## src/rtl/conv_load_sequencer.sv

```systemverilog
// Drives weight and activation SRAM reads into L0 for each kernel position of a
// convolution, then hands off to the controller and clears between iterations.
module conv_load_sequencer #(
    parameter int row     = 8,
    parameter int num_inp = 64,
    parameter int kij_len = 9,
    parameter int addr_bw = 11,
    parameter int kij_bw  = 4
) (
    input  logic               clk,
    input  logic               reset,
    input  logic               start,
    input  logic               abort,
    input  logic               iter_done,
    input  logic               l0_full,
    output logic               cenw,
    output logic               ceni,
    output logic [addr_bw-1:0] Aw,
    output logic [addr_bw-1:0] Ai,
    output logic               w_x,
    output logic               l0_wr,
    output logic               iter_clr,
    output logic [kij_bw-1:0]  kij,
    output logic               busy,
    output logic               done
);

    localparam int cnt_bw = $clog2(((row > num_inp) ? row : num_inp) + 1);

    typedef enum logic [2:0] {
        IDLE,
        LOAD_W,
        LOAD_X,
        WAIT_ITER,
        CLEAR,
        DONE
    } state_t;

    state_t             state;
    logic [cnt_bw-1:0]  cnt;
    logic [addr_bw-1:0] aw_next;

    assign aw_next = addr_bw'(kij) * addr_bw'(row) + addr_bw'(cnt);

    // Abort shares the reset path so an in-flight l0_wr is dropped along with everything else.
    always_ff @(posedge clk) begin
        if (reset || abort) begin
            state    <= IDLE;
            cnt      <= '0;
            cenw     <= 1'b1;
            ceni     <= 1'b1;
            Aw       <= '0;
            Ai       <= '0;
            w_x      <= 1'b0;
            l0_wr    <= 1'b0;
            iter_clr <= 1'b0;
            kij      <= '0;
            busy     <= 1'b0;
            done     <= 1'b0;
        end else begin
            l0_wr    <= ~cenw | ~ceni;
            iter_clr <= 1'b0;
            done     <= 1'b0;
            case (state)
                IDLE: begin
                    if (start) begin
                        state <= LOAD_W;
                        kij   <= '0;
                        cnt   <= '0;
                        busy  <= 1'b1;
                    end
                end
                LOAD_W: begin
                    if (!l0_full) begin
                        cenw <= 1'b0;
                        w_x  <= 1'b1;
                        Aw   <= aw_next;
                        if (cnt == cnt_bw'(row - 1)) begin
                            cnt   <= '0;
                            state <= LOAD_X;
                        end else begin
                            cnt <= cnt + 1'b1;
                        end
                    end else begin
                        cenw <= 1'b1;
                    end
                end
                LOAD_X: begin
                    cenw <= 1'b1;
                    if (!l0_full) begin
                        ceni <= 1'b0;
                        w_x  <= 1'b0;
                        Ai   <= addr_bw'(cnt);
                        if (cnt == cnt_bw'(num_inp - 1)) begin
                            cnt   <= '0;
                            state <= WAIT_ITER;
                        end else begin
                            cnt <= cnt + 1'b1;
                        end
                    end else begin
                        ceni <= 1'b1;
                    end
                end
                WAIT_ITER: begin
                    cenw <= 1'b1;
                    ceni <= 1'b1;
                    Ai   <= '0;
                    if (iter_done) begin
                        iter_clr <= 1'b1;
                        state    <= CLEAR;
                    end
                end
                CLEAR: begin
                    if (kij == kij_bw'(kij_len - 1)) begin
                        done  <= 1'b1;
                        state <= DONE;
                    end else begin
                        kij   <= kij + 1'b1;
                        cnt   <= '0;
                        state <= LOAD_W;
                    end
                end
                DONE: begin
                    busy  <= 1'b0;
                    state <= IDLE;
                end
                default: state <= IDLE;
            endcase
        end
    end

endmodule

```

## config.mk

```make
export PLATFORM = sky130hd
export DESIGN_NAME = conv_load_sequencer
export DESIGN_NICKNAME = d
export VERILOG_FILES = /design/src/rtl/conv_load_sequencer.sv
export SDC_FILE = /design/constraint.sdc
export NUM_CORES = 1
export LEC_CHECK = 0
export BUFFER_PORTS_ARGS = -buffer_cell sky130_fd_sc_hd__buf_4
export CORE_MARGIN = 2
export CORE_UTILIZATION = 28
export CTS_BUF_LIST = sky130_fd_sc_hd__clkbuf_4
export DETAILED_ROUTE_END_ITERATION = 10
export GPL_ROUTABILITY_DRIVEN = 0
export PLACE_DENSITY = 0.52
export SYNTH_ARGS = -nofsm -noshare
export SYNTH_HDL_FRONTEND = slang
export SYNTH_SLANG_ARGS = --single-unit
```

## constraint.sdc

```tcl
create_clock -name clk -period 2.1 [get_ports clk]
set_input_delay 0.105 -clock clk [delete_from_list [all_inputs] [get_ports clk]]
set_output_delay 0.105 -clock clk [all_outputs]
set_load 0.1 [all_outputs]
```

### Word level (Yosys, flattened, before mapping)

Index checks and enable logic that the tools add are counted.

* register bits after elaboration: 43
* output and inout bits: 33
* logic and storage cells: 84
* input bits: 6

* bitwise operators: 6
* equality and inequality tests: 15
* add/subtract/negate cells: 3
* multiplexer cells: 30
* reduce and logical (&&, ||, !) cells: 18

Operators by type and width (count)
* 7-bit 2-to-1 mux: 6
* 7-bit one-hot mux with 4 select lines: 1
* 11-bit one-hot mux with 2 select lines: 1
* 3-bit 2-to-1 mux: 7
* 3-bit one-hot mux with 5 select lines: 1
* 2-bit inequality test, second input constant: 7
* 11-bit 2-to-1 mux: 1
* 2-bit nonzero test: 5
* 7-bit by 7-bit adder with 8-bit output: 1
* 4-bit 2-to-1 mux: 2
* 1-bit one-hot mux with 2 select lines: 4
* 4-bit one-hot mux with 2 select lines: 1
* 7-bit by 1-bit adder with 7-bit output, second input constant: 1
* 7-bit by 3-bit == test with 1-bit output, second input constant: 1
* 7-bit by 6-bit == test with 1-bit output, second input constant: 1
* 3-bit by 2-bit == test with 1-bit output, second input constant: 2
* 3-bit == test, second input constant: 2
* 1-bit 2-to-1 mux: 6
* 2-bit AND reduction: 3
* 3-bit AND reduction: 2
* 6-bit AND reduction: 1
* 2-bit OR reduction: 3
* 1-bit NOT: 5
* 5-bit AND reduction: 1
* other kinds (7): 7

### Longest topological paths before layout

Gate-level depths: netlist of the first run.

* depth after elaboration: 4
* mapped depth: 8

### Worst setup path after synthesis of the first run

Ideal clock, no wire load.

* path type: register to register
* start: register kij[1]
* end: register kij[3]
* library setup time: 0.067 ns
* arrival time: 2.490 ns
* stages on the path, launching flop included: 8
* path slack: -0.456 ns
* path buffers: 0
* cells stage by stage: dfxtp_1 > inv_1 > ha_1 > and4b_1 > nor4_2 > nand4_1 > xor2_1 > nor2_1

* word-level cells in the longest chain between the ends: 3

RTL lines
* start: declaration: RTL line 23 `output logic [kij_bw-1:0] kij,`
* start signal: assignment: RTL line 118 `kij <= kij + 1'b1;`
* 4-bit by 1-bit adder with 4-bit output or 4-bit == test (tied branches): RTL line 118, 114
* 4-bit 2-to-1 mux or 2-bit inequality test (tied branches)
* 4-bit one-hot mux with 2 select lines or 3-bit AND reduction (tied branches)

Several ways; a longest one is shown, not always the timed one. The select of a mux whose other input is x is not followed.
A chain may end at the register's enable or synchronous reset.

### Worst setup path after layout of the first run

* start: register cnt[0]
* end: register state[0]

* word-level cells in the longest chain between the ends: 3

RTL lines
* start: declaration: RTL line 40 `logic [cnt_bw-1:0] cnt;`
* start signal: assignment: RTL line 82 `cnt <= cnt + 1'b1;`
* start signal: assignment: RTL line 98 `cnt <= cnt + 1'b1;`
* 7-bit by 6-bit == test with 1-bit output or 7-bit by 3-bit == test with 1-bit output (tied branches): RTL line 94, 78
* 2-bit inequality test (no source line)
* 6-bit AND reduction (no source line) *
* end signal: assignment: RTL line 96 `state <= WAIT_ITER;`
* end signal: assignment: RTL line 110 `state <= CLEAR;`
* end signal: assignment: RTL line 116 `state <= DONE;`
* end: declaration: RTL line 39 `state_t state;`

Mark *: on every way between the ends. The rest lies on a longest branch, timed or not.

==> results of run 1 <==
[area by class of cell]
class                      instances  share of cell area
clock buffer                       5              0.0168
multi-input combinational        161               0.450
sequential                        36               0.325
clock inverter                     3              0.0190
inverter                           7              0.0117
tap                               77              0.0431
timing repair buffer              40               0.134
[flip-flops by register name, summed over array words and instances (netlist names)]
signal	count
Aw	8
Ai	7
cnt	7
kij	4
state	3
busy	1
ceni	1
cenw	1
done	1
iter_clr	1
l0_wr	1
w_x	1
[where the power goes]
part,switching [mW],leakage (nW),internal (mW)
Sequential,0.00735,0.292,0.687
Clock,0.258,0.0412,0.248
Combinational,0.151,0.544,0.0463
Total,0.416,0.877,0.981
[Yosys cell counts (all sizes together), types with 2 or more instances]
library cell  number
dfxtp             36
nor2              28
nand2             25
a21oi             15
buf               13
nand3              8
o21ai              8
a22oi              7
clkbuf             7
ha                 7
inv                6
nand4              5
o211ai             4
and3               3
nor3               3
nor4               3
or2                3
xnor2              3
mux2i              2
nand2b             2
o21a               2
o22ai              2
o41ai              2
or3                2
xor2               2
[worst max-delay path, delay by kind of cell (launching register included)]
kind	cells	cell delay [ps]
AO/OA/AOI/OAI	2	410
adder cells (fa/ha/maj)	1	260
flip-flops	1	460
AND/OR/NAND/NOR	3	730
[stage by stage]
step | cell area [um^2] | power [mW] | std cells
floorplan | 1890 | 0.879 | 224
CTS | 2230 | 1.41 | 329
global route | 2240 | 1.46 | 329
global placement | 2150 | 0.906 | 321
finish | 2240 | 1.40 | 329
detailed placement | 2150 | 0.905 | 321
[what timing repair did]
action                                 4_1_cts  5_1_grt
endpoints found under the hold margin        0        0
resized for setup                            0        1
setup endpoints to repair                    0        2
[layer usage]
metal  global-route usage  part of all wire  wire [um]  vias up
met1                0.176              0.48       2150      776
met5                    0                 0          0        -
li1                     -                 -          -      828
met4               0.0433            0.0056         25        0
met2                0.212              0.47       2110       41
met3               0.0337             0.048        218        3
[final timing paths]
kind / slack, ps / depth (start not counted) / endpoint / start
worst min-delay path: 20 / 2 / iter_clr / iter_done
worst max-delay path: 160 / 6 / state[0] / cnt[0]
worst min register to register: 460 / 2 / Aw[6] / Aw[6]
worst max register to register: 160 / 6 / state[0] / cnt[0]
[cells by family after synthesis]
| family | after synthesis | share of synthesized area |
|---|---|---|
| simple gates | 90 | 0.246 |
| compound gates | 49 | 0.188 |
| flops | 36 | 0.388 |
| buf+inv | 27 | 0.0841 |
| fa+ha+maj | 8 | 0.0579 |
| xor+xnor | 5 | 0.0236 |
| mux | 2 | 0.0108 |
| other cells | 1 | 0.00202 |
==> flow_summary.json, run 1 <==
{
  "start_util": 0.291,
  "synth-main-ff-cell": "dfxtp_1",
  "hold_ws_ps": 23.3,
  "grt_pass1_vias": 1587,
  "cts_root_buf": "clkbuf_4",
  "drv_cap": 0,
  "fp.dieW_um": 85.5,
  "status": "finished, final reports clean",
  "rsz0062_at_grt": "false",
  "synth_top_area_frac": 0.388,
  "maxSlewHeadroom": 0.579,
  "worstPathCellList": "ha_2 -> nand3b_2 -> nor4_2 -> o22ai_1 -> or3_1 -> a221oi_2",
  "worstMarginPinSlew_ps": 632,
  "cellPowerDensity_mw_per_mm2": 624,
  "clkTransAtPathRegs_ps": 120,
  "end_kind": "register",
  "final_cell_mix": "40 x buf_4, 33 x dfxtp_1, 27 x nor2_1, 24 x nand2_1, 14 x a21oi_1",
  "syn_inst": 218,
  "first_pass_iters": 4,
  "slew_viol_final": 0,
  "cts_buffer_depth": 2,
  "cp_max_fo": 7,
  "cts.sinks": 36,
  "grt_pass1_wl_um": 7710,
  "hp-class": "in2reg",
  "htree_levels": 2,
  "final_hold_viol_count": 0,
  "drive_above_1_share": 0.258,
  "synthTopCellsByArea": "dfxtp_1 39%, nor2_1 5.5%, nand2_1 4.8%",
  "ys_ff_latch": 36,
  "fin_skew_ps": 2.77,
  "multi_input_area_mm2": 0.00101,
  "nets": 265,
  "antenna_found_initial": 0,
  "numCtsBuffers": 5,
  "start_kind": "register",
  "finalSetupTns_ps": 0,
  "layout_min_cycle_time_ps": 1940,
  "grt_remaining_overflow": 0,
  "nFillCells": 701,
  "final_common_cell": "buf_4",
  "wirelength_um": 4500,
  "die_h_um": 85.5,
  "synth_edf_count": 0,
  "worst_ep_arrival_time_ps": 2210,
  "io_pins": 39,
  "grt_max_degree": 29,
  "yosysTopAreaCell": "dfxtp_1",
  "fin_crit_sh": 0.925,
  "drc": 0,
  "drt_first_iter_violations": 47,
  "slowest_delay_ps": 460,
  "ys_warn_count": 0,
  "setup_violations": 0,
  "rows": 29,
  "postRouteAntennaNets": 0,
  "via_per_inst": 5.01,
  "seq_area_um2": 727,
  "clkLatencyLatePin_ps": 350,
  "p_leak_nw": 0.877,
  "async_flop_share": 0,
  "ir_worst_vdd_uv": 334,
  "dp.final_hpwl_um": 3170,
  "cpMaxStageDelayCell": "dfxtp_1",
  "syn_area_mm2": 0.00186,
  "ctsHoldBuffers": 0,
  "utilization": 0.350,
  "cp.required_ps": 2370,
  "core-area_mm2": 0.00639,
  "diodes": 0,
  "syn_avg_cell_area_um2": 8.53,
  "port_buffers": 31,
  "cts_setup_buffers": 0,
  "grt_use_total": 0.133,
  "ys_seq_area_frac": 0.388,
  "pre_cts_slack_ps": 176,
  "fmax_mhz": 515,
  "fin_ws_ps": 158,
  "die-area_mm2": 0.00731,
  "critical_path_class": "reg2reg",
  "syn2layout_area_growth_pct": 20.3,
  "ys_types": 53,
  "cts_tree": "done",
  "avgRoutedWirePerCell_um": 13.7,
  "route.vias.total": 1648
}
Power figures use the tool's default switching activity.
==> run 2: changes to the inputs <==
--- a/config.mk
+++ b/config.mk
@@ -6,7 +6,7 @@
 export NUM_CORES = 1
 export LEC_CHECK = 0
 export BUFFER_PORTS_ARGS = -buffer_cell sky130_fd_sc_hd__buf_4
-export CORE_MARGIN = 2
+export CORE_MARGIN = 5
 export CORE_UTILIZATION = 28
 export CTS_BUF_LIST = sky130_fd_sc_hd__clkbuf_4
 export DETAILED_ROUTE_END_ITERATION = 10
==> flow_summary.json, run 2 (synthesis results as in run 1) <==
{
  "core-area_mm2": 0.00642,
  "fin_ws_ps": 212,
  "top_register": "Aw",
  "status": "finished, final reports clean",
  "top_regs": "Aw: 8 flops, Ai: 7 flops, cnt: 7 flops",
  "setup_violations": 0,
  "avgRoutedWirePerCell_um": 14.6,
  "numCtsBuffers": 5,
  "cp_max_fo": 6,
  "hold_ws_ps": 29.5,
  "clkTransAtPathRegs_ps": 120,
  "first_pass_iters": 4,
  "start_kind": "register",
  "rsz0062_at_grt": "false",
  "grt_pass1_vias": 1561,
  "nFillCells": 667,
  "io_pins": 39,
  "layout_min_cycle_time_ps": 1890,
  "fmax_mhz": 530,
  "ir_worst_vdd_uv": 328,
  "worst_ep_arrival_time_ps": 2160,
  "dp.final_hpwl_um": 3380,
  "drv_cap": 0,
  "cts_root_buf": "clkbuf_4",
  "htree_levels": 2,
  "slew_viol_final": 0,
  "hp-class": "in2reg",
  "clkLatencyLatePin_ps": 350,
  "startpoint": "cnt[1]",
  "die-area_mm2": 0.00837,
  "p_leak_nw": 0.887,
  "slowest_delay_ps": 420,
  "drt_first_iter_violations": 70,
  "largest_reg_flops": 8,
  "reg2reg_slack_ps": 210,
  "reg2reg_depth": 6,
  "port_buffers": 31,
  "via_per_inst": 4.95,
  "start_util": 0.289,
  "route.vias.total": 1632,
  "cellPowerDensity_mw_per_mm2": 623,
  "pre_cts_slack_ps": 154,
  "cp.required_ps": 2370,
  "grt_pass1_wl_um": 7900,
  "critPathBufInv": 0,
  "fp.dieW_um": 91.5,
  "grt_use_total": 0.116,
  "syn2layout_area_growth_pct": 21.1,
  "worstPathCellList": "ha_1 -> nand3b_2 -> nor4_4 -> o22ai_1 -> or3_1 -> a221oi_2",
  "nets": 266,
  "cts.sinks": 36,
  "grt_remaining_overflow": 0,
  "finalSetupTns_ps": 0,
  "fin_skew_ps": 5.89,
  "maxSlewHeadroom": 0.592,
  "rows": 29,
  "drc": 0,
  "worstReg2RegEnd": "state[0]",
  "worstMarginPinSlew_ps": 612,
  "final_cell_mix": "41 x buf_4, 32 x dfxtp_1, 27 x nor2_1, 24 x nand2_1, 14 x a21oi_1",
  "antenna_found_initial": 0,
  "end_kind": "register",
  "cp_num_cells": 6,
  "diodes": 0,
  "grt_max_degree": 29,
  "r2r_start": "cnt[1]",
  "cts_tree": "done",
  "drive_above_1_share": 0.261,
  "critical_path_class": "reg2reg",
  "worstHoldPathCells": 2,
  "fin_crit_sh": 0.899,
  "final_cells": 330,
  "cts_buffer_depth": 2,
  "postRouteAntennaNets": 0,
  "cpMaxStageDelayCell": "dfxtp_1",
  "crit_family": "simple AND/OR/NAND/NOR gates",
  "die_h_um": 91.5,
  "crit_end": "state[0]",
  "place_inst": 322,
  "final_hold_viol_count": 0,
  "final_common_cell": "buf_4",
  "wirelength_um": 4810
}
==> run 2: worst min-delay path by stage <==
| stage | startpoint | to |
|---|---|---|
| CTS | iter_done | iter_clr |
| detailed placement | iter_done | iter_clr |
| global route | iter_done | iter_clr |
| floorplan | iter_done | iter_clr |
| global placement | iter_done | iter_clr |
| finish | iter_done | iter_clr |
==> run 2: per-layer routing <==
metal	vias to the layer above	part of all wire	global-route usage
li1	827	-	-
met1	758	0.51	0.165
met2	47	0.42	0.168
met3	0	0.065	0.0430
met4	0	0	0.0226
met5	-	0	0
==> run 2: power breakdown <==
group	internal (mW)	switching, mW
Combinational	0.0485	0.152
Sequential	0.687	0.00632
Clock	0.248	0.262
==> run 2: per-stage QoR <==
| stage | cell area (um^2) | power [mW] | utilization |
|---|---|---|---|
| 4_1_cts | 2240 | 1.41 | 0.349 |
| 5_1_grt | 2250 | 1.46 | 0.351 |
| 2_1_floorplan | 1890 | 0.879 | - |
| 3_3_place_gp | 2160 | 0.909 | 0.337 |
| 3_5_place_dp | 2160 | 0.908 | 0.337 |
| 6_report | 2250 | 1.40 | 0.351 |
==> run 2: what timing repair did <==
action / in CTS / in global routing
buffers inserted: 0 / 0
endpoints found under the setup margin: 0 / 2
hold buffers: 0 / 0
resized for setup: 0 / 2
==> run 2: layout make-up <==
cell class	count	area, um^2	area share
clock buffer	5	37.5	0.0167
clock inverter	3	42.5	0.0189
inverter	7	26.3	0.0117
multi-input combinational	161	1010	0.450
sequential	36	728	0.323
tap	77	96.3	0.0428
timing repair buffer	41	308	0.137
